**src/rtl/disp_pkg.sv**
```systemverilog
// Shared definitions for the display-path binary-to-BCD converter.
// Holds the FSM encoding, the BCD digit width and the constant helpers
// used to size the iteration counter and to check the digit count.
package disp_pkg;

  // Width of one packed BCD digit.
  localparam int BCD_W = 4;

  // FSM encoding as plain constants, with a matching enum for readability.
  localparam logic [0:0] IDLE  = 1'b0;
  localparam logic [0:0] SHIFT = 1'b1;

  typedef enum logic [0:0] {
    ST_IDLE  = 1'b0,
    ST_SHIFT = 1'b1
  } state_e;

  // Ceiling log2. Used with n = WIDTH+1 so the counter can hold WIDTH.
  function automatic int clog2(input int n);
    int r;
    r = 0;
    for (int v = n - 1; v > 0; v = v >> 1) begin
      r = r + 1;
    end
    return r;
  endfunction

  // 10**n as a 64-bit value, for the digit-count sanity check.
  function automatic longint unsigned pow10(input int n);
    longint unsigned p;
    p = 64'd1;
    for (int i = 0; i < n; i++) begin
      p = p * 64'd10;
    end
    return p;
  endfunction

endpackage

```
**src/rtl/bcd_adj3_cell.sv**
```systemverilog
// Add-3 correction cell of the shift-and-add-3 (double dabble) algorithm.
// A digit of 5..9 becomes d+3 so that the following left shift carries
// into the next decade. Values 10..15 cannot arise in a correctly sized
// converter; they are forced to 0 so the cell has a defined output.
module bcd_adj3_cell
  import disp_pkg::*;
(
  input  logic [BCD_W-1:0] d_i,
  output logic [BCD_W-1:0] d_o
);

  // Purely combinational digit correction.
  always_comb begin
    d_o = d_i;
    if (d_i >= BCD_W'(10)) begin
      d_o = '0;
    end else if (d_i >= BCD_W'(5)) begin
      d_o = d_i + BCD_W'(3);
    end
  end

endmodule

```
**src/rtl/bin2bcd_seq.sv**
```systemverilog
// Sequential binary-to-BCD converter, one input bit per clock.
// A start (accepted only while idle) loads {zero digits, bin} into a shift
// register; WIDTH SHIFT cycles each correct every digit (>=5 -> +3) and
// then shift the whole register left. The final digit field is registered
// into bcd with a one-cycle done pulse, so bcd only ever changes whole.
// Optional feature macro: BIN2BCD_BLANK_EN adds the leading-zero mask
// output blank, registered together with bcd.
module bin2bcd_seq
  import disp_pkg::*;
#(
  parameter int WIDTH  = 8,
  parameter int DIGITS = 3
) (
  input  logic                    clk,
  input  logic                    rst,
  input  logic                    start,
  input  logic [WIDTH-1:0]        bin,
  output logic                    busy,
  output logic                    done,
  output logic [BCD_W*DIGITS-1:0] bcd
`ifdef BIN2BCD_BLANK_EN
  ,
  output logic [DIGITS-1:0]       blank
`endif
);

  localparam int DIG_W  = BCD_W * DIGITS;
  localparam int SREG_W = DIG_W + WIDTH;
  localparam int CNT_W  = clog2(WIDTH + 1);

  localparam longint unsigned MAX_BIN = (64'd1 << WIDTH) - 64'd1;

  // The digit field must be able to hold the largest input value.
  generate
    if (pow10(DIGITS) <= MAX_BIN) begin : g_digits_too_small
      $error("bin2bcd_seq: DIGITS=%0d cannot represent %0d-bit input", DIGITS, WIDTH);
    end
  endgenerate

  // --------------------------------------------------------------------
  // State
  // --------------------------------------------------------------------
  logic [0:0]        state_q, state_d;
  logic              busy_q,  busy_d;
  logic              done_q,  done_d;
  logic [CNT_W-1:0]  cnt_q,   cnt_d;
  logic [SREG_W-1:0] sreg_q,  sreg_d;
  logic [DIG_W-1:0]  bcd_q,   bcd_d;

  // --------------------------------------------------------------------
  // Datapath: correct every digit, then shift the whole register by one
  // --------------------------------------------------------------------
  logic [DIG_W-1:0]  digits_cur;
  logic [DIG_W-1:0]  digits_adj;
  logic [SREG_W-1:0] sreg_shift;
  logic [DIG_W-1:0]  digits_shifted;
  logic              last_shift;
  logic              adj_msb_unused;

  assign digits_cur = sreg_q[SREG_W-1 -: DIG_W];

  generate
    for (genvar gi = 0; gi < DIGITS; gi++) begin : g_adj
      bcd_adj3_cell u_cell (
        .d_i (digits_cur[gi*BCD_W +: BCD_W]),
        .d_o (digits_adj[gi*BCD_W +: BCD_W])
      );
    end
  endgenerate

  // The top bit of the corrected field is shifted out; with a correctly
  // sized DIGITS it is always zero.
  assign adj_msb_unused = digits_adj[DIG_W-1];

  assign sreg_shift     = {digits_adj[DIG_W-2:0], sreg_q[WIDTH-1:0], 1'b0};
  assign digits_shifted = sreg_shift[SREG_W-1 -: DIG_W];
  assign last_shift     = (cnt_q == CNT_W'(WIDTH - 1));

`ifdef BIN2BCD_BLANK_EN
  // --------------------------------------------------------------------
  // Leading-zero mask: digit i (i>=1) blanks when it and every higher
  // digit are zero. Digit 0 is never blanked so zero still shows "0".
  // --------------------------------------------------------------------
  logic [DIGITS-1:0] blank_q, blank_d;
  logic [DIGITS-1:0] blank_calc;

  generate
    for (genvar gi = 0; gi < DIGITS; gi++) begin : g_blank
      if (gi == 0) begin : g_ones
        assign blank_calc[gi] = 1'b0;
      end else if (gi == DIGITS - 1) begin : g_top
        assign blank_calc[gi] = (digits_shifted[gi*BCD_W +: BCD_W] == '0);
      end else begin : g_mid
        assign blank_calc[gi] = (digits_shifted[gi*BCD_W +: BCD_W] == '0)
                                && blank_calc[gi+1];
      end
    end
  endgenerate
`endif

  // --------------------------------------------------------------------
  // Next-state logic for the IDLE/SHIFT sequencer
  // --------------------------------------------------------------------
  always_comb begin
    state_d = state_q;
    busy_d  = busy_q;
    done_d  = 1'b0;
    cnt_d   = cnt_q;
    sreg_d  = sreg_q;
    bcd_d   = bcd_q;
`ifdef BIN2BCD_BLANK_EN
    blank_d = blank_q;
`endif
    case (state_q)
      IDLE: begin
        if (start && !busy_q) begin
          state_d = SHIFT;
          busy_d  = 1'b1;
          cnt_d   = '0;
          sreg_d  = {{DIG_W{1'b0}}, bin};
        end
      end
      SHIFT: begin
        sreg_d = sreg_shift;
        cnt_d  = cnt_q + CNT_W'(1);
        if (last_shift) begin
          state_d = IDLE;
          busy_d  = 1'b0;
          done_d  = 1'b1;
          bcd_d   = digits_shifted;
`ifdef BIN2BCD_BLANK_EN
          blank_d = blank_calc;
`endif
        end
      end
      default: begin
        state_d = IDLE;
        busy_d  = 1'b0;
      end
    endcase
  end

  // State registers with synchronous reset that aborts any conversion.
  always_ff @(posedge clk) begin
    if (rst) begin
      state_q <= IDLE;
      busy_q  <= 1'b0;
      done_q  <= 1'b0;
      cnt_q   <= '0;
      sreg_q  <= '0;
      bcd_q   <= '0;
`ifdef BIN2BCD_BLANK_EN
      blank_q <= '0;
`endif
    end else begin
      state_q <= state_d;
      busy_q  <= busy_d;
      done_q  <= done_d;
      cnt_q   <= cnt_d;
      sreg_q  <= sreg_d;
      bcd_q   <= bcd_d;
`ifdef BIN2BCD_BLANK_EN
      blank_q <= blank_d;
`endif
    end
  end

  assign busy = busy_q;
  assign done = done_q;
  assign bcd  = bcd_q;
`ifdef BIN2BCD_BLANK_EN
  assign blank = blank_q;
`endif

endmodule

```
**config.mk**
```make
export PLATFORM = sky130hd
export DESIGN_NAME = bin2bcd_seq
export DESIGN_NICKNAME = d
export VERILOG_FILES = /design/src/rtl/disp_pkg.sv /design/src/rtl/bcd_adj3_cell.sv /design/src/rtl/bin2bcd_seq.sv
export SDC_FILE = /design/constraint.sdc
export NUM_CORES = 1
export LEC_CHECK = 0
export ABC_AREA = 1
export CELL_PAD_IN_SITES_DETAIL_PLACEMENT = 1
export CELL_PAD_IN_SITES_GLOBAL_PLACEMENT = 1
export CORE_AREA = 2 2 72 74
export CTS_CLUSTER_DIAMETER = 200
export CTS_CLUSTER_SIZE = 30
export DETAILED_ROUTE_END_ITERATION = 16
export DIE_AREA = 0 0 74 76
export PLACE_DENSITY = 0.81
export SYNTH_ARGS = -nofsm -noshare
export SYNTH_HDL_FRONTEND = slang
export SYNTH_SLANG_ARGS = --single-unit
```
**constraint.sdc**
```tcl
create_clock -name clk -period 1.6 [get_ports clk]
set_input_delay 0.24 -clock clk [delete_from_list [all_inputs] [get_ports clk]]
set_output_delay 0.24 -clock clk [all_outputs]
set_load 0.02 [all_outputs]
```
==> out/metrics.yaml <==
crit_buf_inv: 1
powerDensity_mw_per_mm2: 836
syn-cell-area_mm2: 0.00181
hold_depth: 2
die_h_um: 76
vias_per_cell: 4.95
ant_nets: 0
synthDistinctLibCells: 24
clkPwrFrac_pct: 39.1
ys_warn_count: 0
internal_power_mw: 1.44
crit_cells: 1
cpMaxStageDelayCell: "clkdlybuf4s50_1"
vias: 1724
clk_latency_ps: 290
numCtsBuffers: 5
switching_power_mw: 0.448
hold_viol_final: 0
grt_start_max_net_pins: 24
min_to: "bcd[6]"
area_growth_pct: 24.7
cts_max_path_buffers: 2
syn_inst: 247
power_frac_comb_pct: 7.6
gp_congestion: 0.745
run_status: "finished clean"
die_w_um: 74
start_kind: "register"
fmax_mhz: 656
r2r_slack_ps: 170
cp_data_required_time_ps: 1360
num_rows: 26
rr_endpoint: "sreg_q[10]"
ios: 25
cts.sinks: 39
grt_util_all_layers_pct: 17.4
h-tree-depth: 2
final_cells: 348
period_needed_ps: 1530
finalPower_mw: 1.89
ys_ff_latch: 39
dp_cells: 340
avgSynthCellArea_um2: 7.32
fin_area_mm2: 0.00226
worstPathCellList: "clkdlybuf4s50_1"
cts_resized: 0
drc: 0
cp_slowest_stage_delay_ps: 620
maxCapViolCount: 0
syn_nets: 268
cts_tree: "built"
fin_util_pct: 45.9
cts_hold_buf: 0
wirelength_mm: 4.36
yosysTopAreaCell: "dfxtp_1"
overflow: 0
initialDrtViolationCount: 85
synth_area_leaders: "dfxtp_1 (43%), nand2_1 (18%), ha_1 (6.9%), nand3_1 (6.1%), a21oi_1 (5.3%)"
cts_setup_buffers: 0
grt_pass1_wl_mm: 7.71
reg2reg_from: "sreg_q[9]"
end_kind: "primary output"
crit_arrival_ps: 1290
power_frac_seq_pct: 53.3
leakagePower_nw: 0.911
dieArea_mm2: 0.00562
tightestPinTransition_ps: 398
grt_pass1_vias: 1782
rsz0062_at_grt: "true"
slew-limit-headroom_pct: 73.4
r2r_cells: 9
port_buffers: 24
p_sw_share_pct: 23.7
fin_skew_ps: 6.73
yosysSeqAreaShare_pct: 43.2
cp_top_family: "buffers and inverters"
ctsRootBufferMaster: "clkbuf_8"
critPathMaxFanout: 2
ir_drop_v: 0.000503
hp-start: "bcd[6]"
place_area_mm2: 0.00214
nets: 298
synth_top_area_share_pct: 43.2
initial_utilization_pct: 36.8
dr.pass1.iters: 4
critPathKind: "reg2out"
drive_gt1_share_pct: 8.99
hpwlAfterDp_mm: 3.25
clk_pin_slew_ps: 80
setup_tns_ps: 0
holdCritPathClass: "reg2reg"
n_antenna_cell: 0
min_period_over_period_pct: 95.3
coreArea_mm2: 0.00491
final-setup-viol-count: 0
final_max_slew_viol_count: 0
grt_antenna_before_repair: 0
wl_per_cell_um: 12.5
==> layout by cell type (no fill, tap or decap) <==
cell	instances
nand3_2	1
nand3b_1	1
nor2_4	1
clkinv_2	1
inv_1	19
clkdlybuf4s50_1	24
a211oi_1	2
o21ai_2	1
nand2_1	85
o21bai_1	2
nand4_1	11
a22oi_1	2
a21oi_1	19
o21ai_1	2
inv_2	3
nor2_1	6
nand2_2	1
dfxtp_1	38
clkinvlp_4	1
nand3_1	21
ha_1	10
dfxtp_2	1
buf_4	7
clkbuf_8	7
nor2_2	1
a31oi_1	5
o21ai_0	6
==> worst max-delay path by stage <==
stage / startpoint / to / slack [ps]
2_1_floorplan: sreg_q[8] / sreg_q[10] / 350
3_3_place_gp: start / sreg_q[16] / 80
3_5_place_dp: start / sreg_q[16] / 50
4_1_cts: sreg_q[8] / sreg_q[10] / 60
5_1_grt: sreg_q[9] / sreg_q[10] / -20
6_report: bcd[1] / bcd[1] / 70
==> synth_stat cells <==
library cell and count:
ha_1 10, a21oi_1 19, a22oi_1 2, clkbuf_1 2
o21bai_1 2, buf_6 1, buf_4 2, inv_2 2
buf_2 3, nand3b_1 1, clkinv_2 1, nor2_1 6
o21ai_0 7, nand4_1 11, inv_1 20, nor2_2 2
a31oi_1 5, dfxtp_1 39, o21ai_1 1, nand3_1 22
nand2_2 1, o21ai_2 1, a211oi_1 2, nand2_1 85
==> per-stage QoR <==
stage                     hold slack, ps  setup slack (ps)
after floorplan                      389               353
after global placement               441              76.1
after detailed placement             439              45.5
after CTS                            455              58.2
after global routing                 490             -22.7
final                                454              74.5
==> registers in the layout, summed over array words and instances (netlist names) <==
register and count:
bcd 12, busy 1, cnt_q 4, done 1, sreg_q 20, state_q 1
==> metal layers <==
layer,part of all wire (%),up-vias,GRT usage [%]
met3,3.9,6,4.10
met1,44,813,21.2
met2,50,32,29.1
met4,1.7,0,6.73
li1,-,873,-
met5,0,-,0
==> layout make-up <==
cell class              instances  area, um^2
clock buffers                   7        96.3
fillers                       622        2660
inverters                      23        87.6
multi-input cells             177         902
well taps                      70        87.6
flip-flops and latches         39         782
repair buffers                 31         293
clock inverters                 1        7.51
==> kinds of logic (layout without fill, tap and decap cells) <==
| group | count (synthesis) | in the layout | share of synthesized area [%] |
|---|---|---|---|
| AND/OR/NAND/NOR | 128 | 128 | 30.2 |
| AO/OA/AOI/OAI | 39 | 39 | 12.2 |
| adder cells (fa/ha/maj) | 10 | 10 | 6.92 |
| flip-flops | 39 | 39 | 43.2 |
| buffers and inverters | 31 | 62 | 7.54 |
==> power groups by stage <==
| stage | clock (mW) | combinational (mW) | sequential (mW) |
|---|---|---|---|
| global route | 0.798 | 0.164 | 1.01 |
| global placement | 0 | 0.140 | 1.03 |
| finish | 0.737 | 0.143 | 1.01 |
| CTS | 0.760 | 0.145 | 1.01 |
| floorplan | 0 | 0.0910 | 1.03 |
| detailed placement | 0 | 0.145 | 1.03 |
Note: power is estimated with default switching activity, not from simulation.
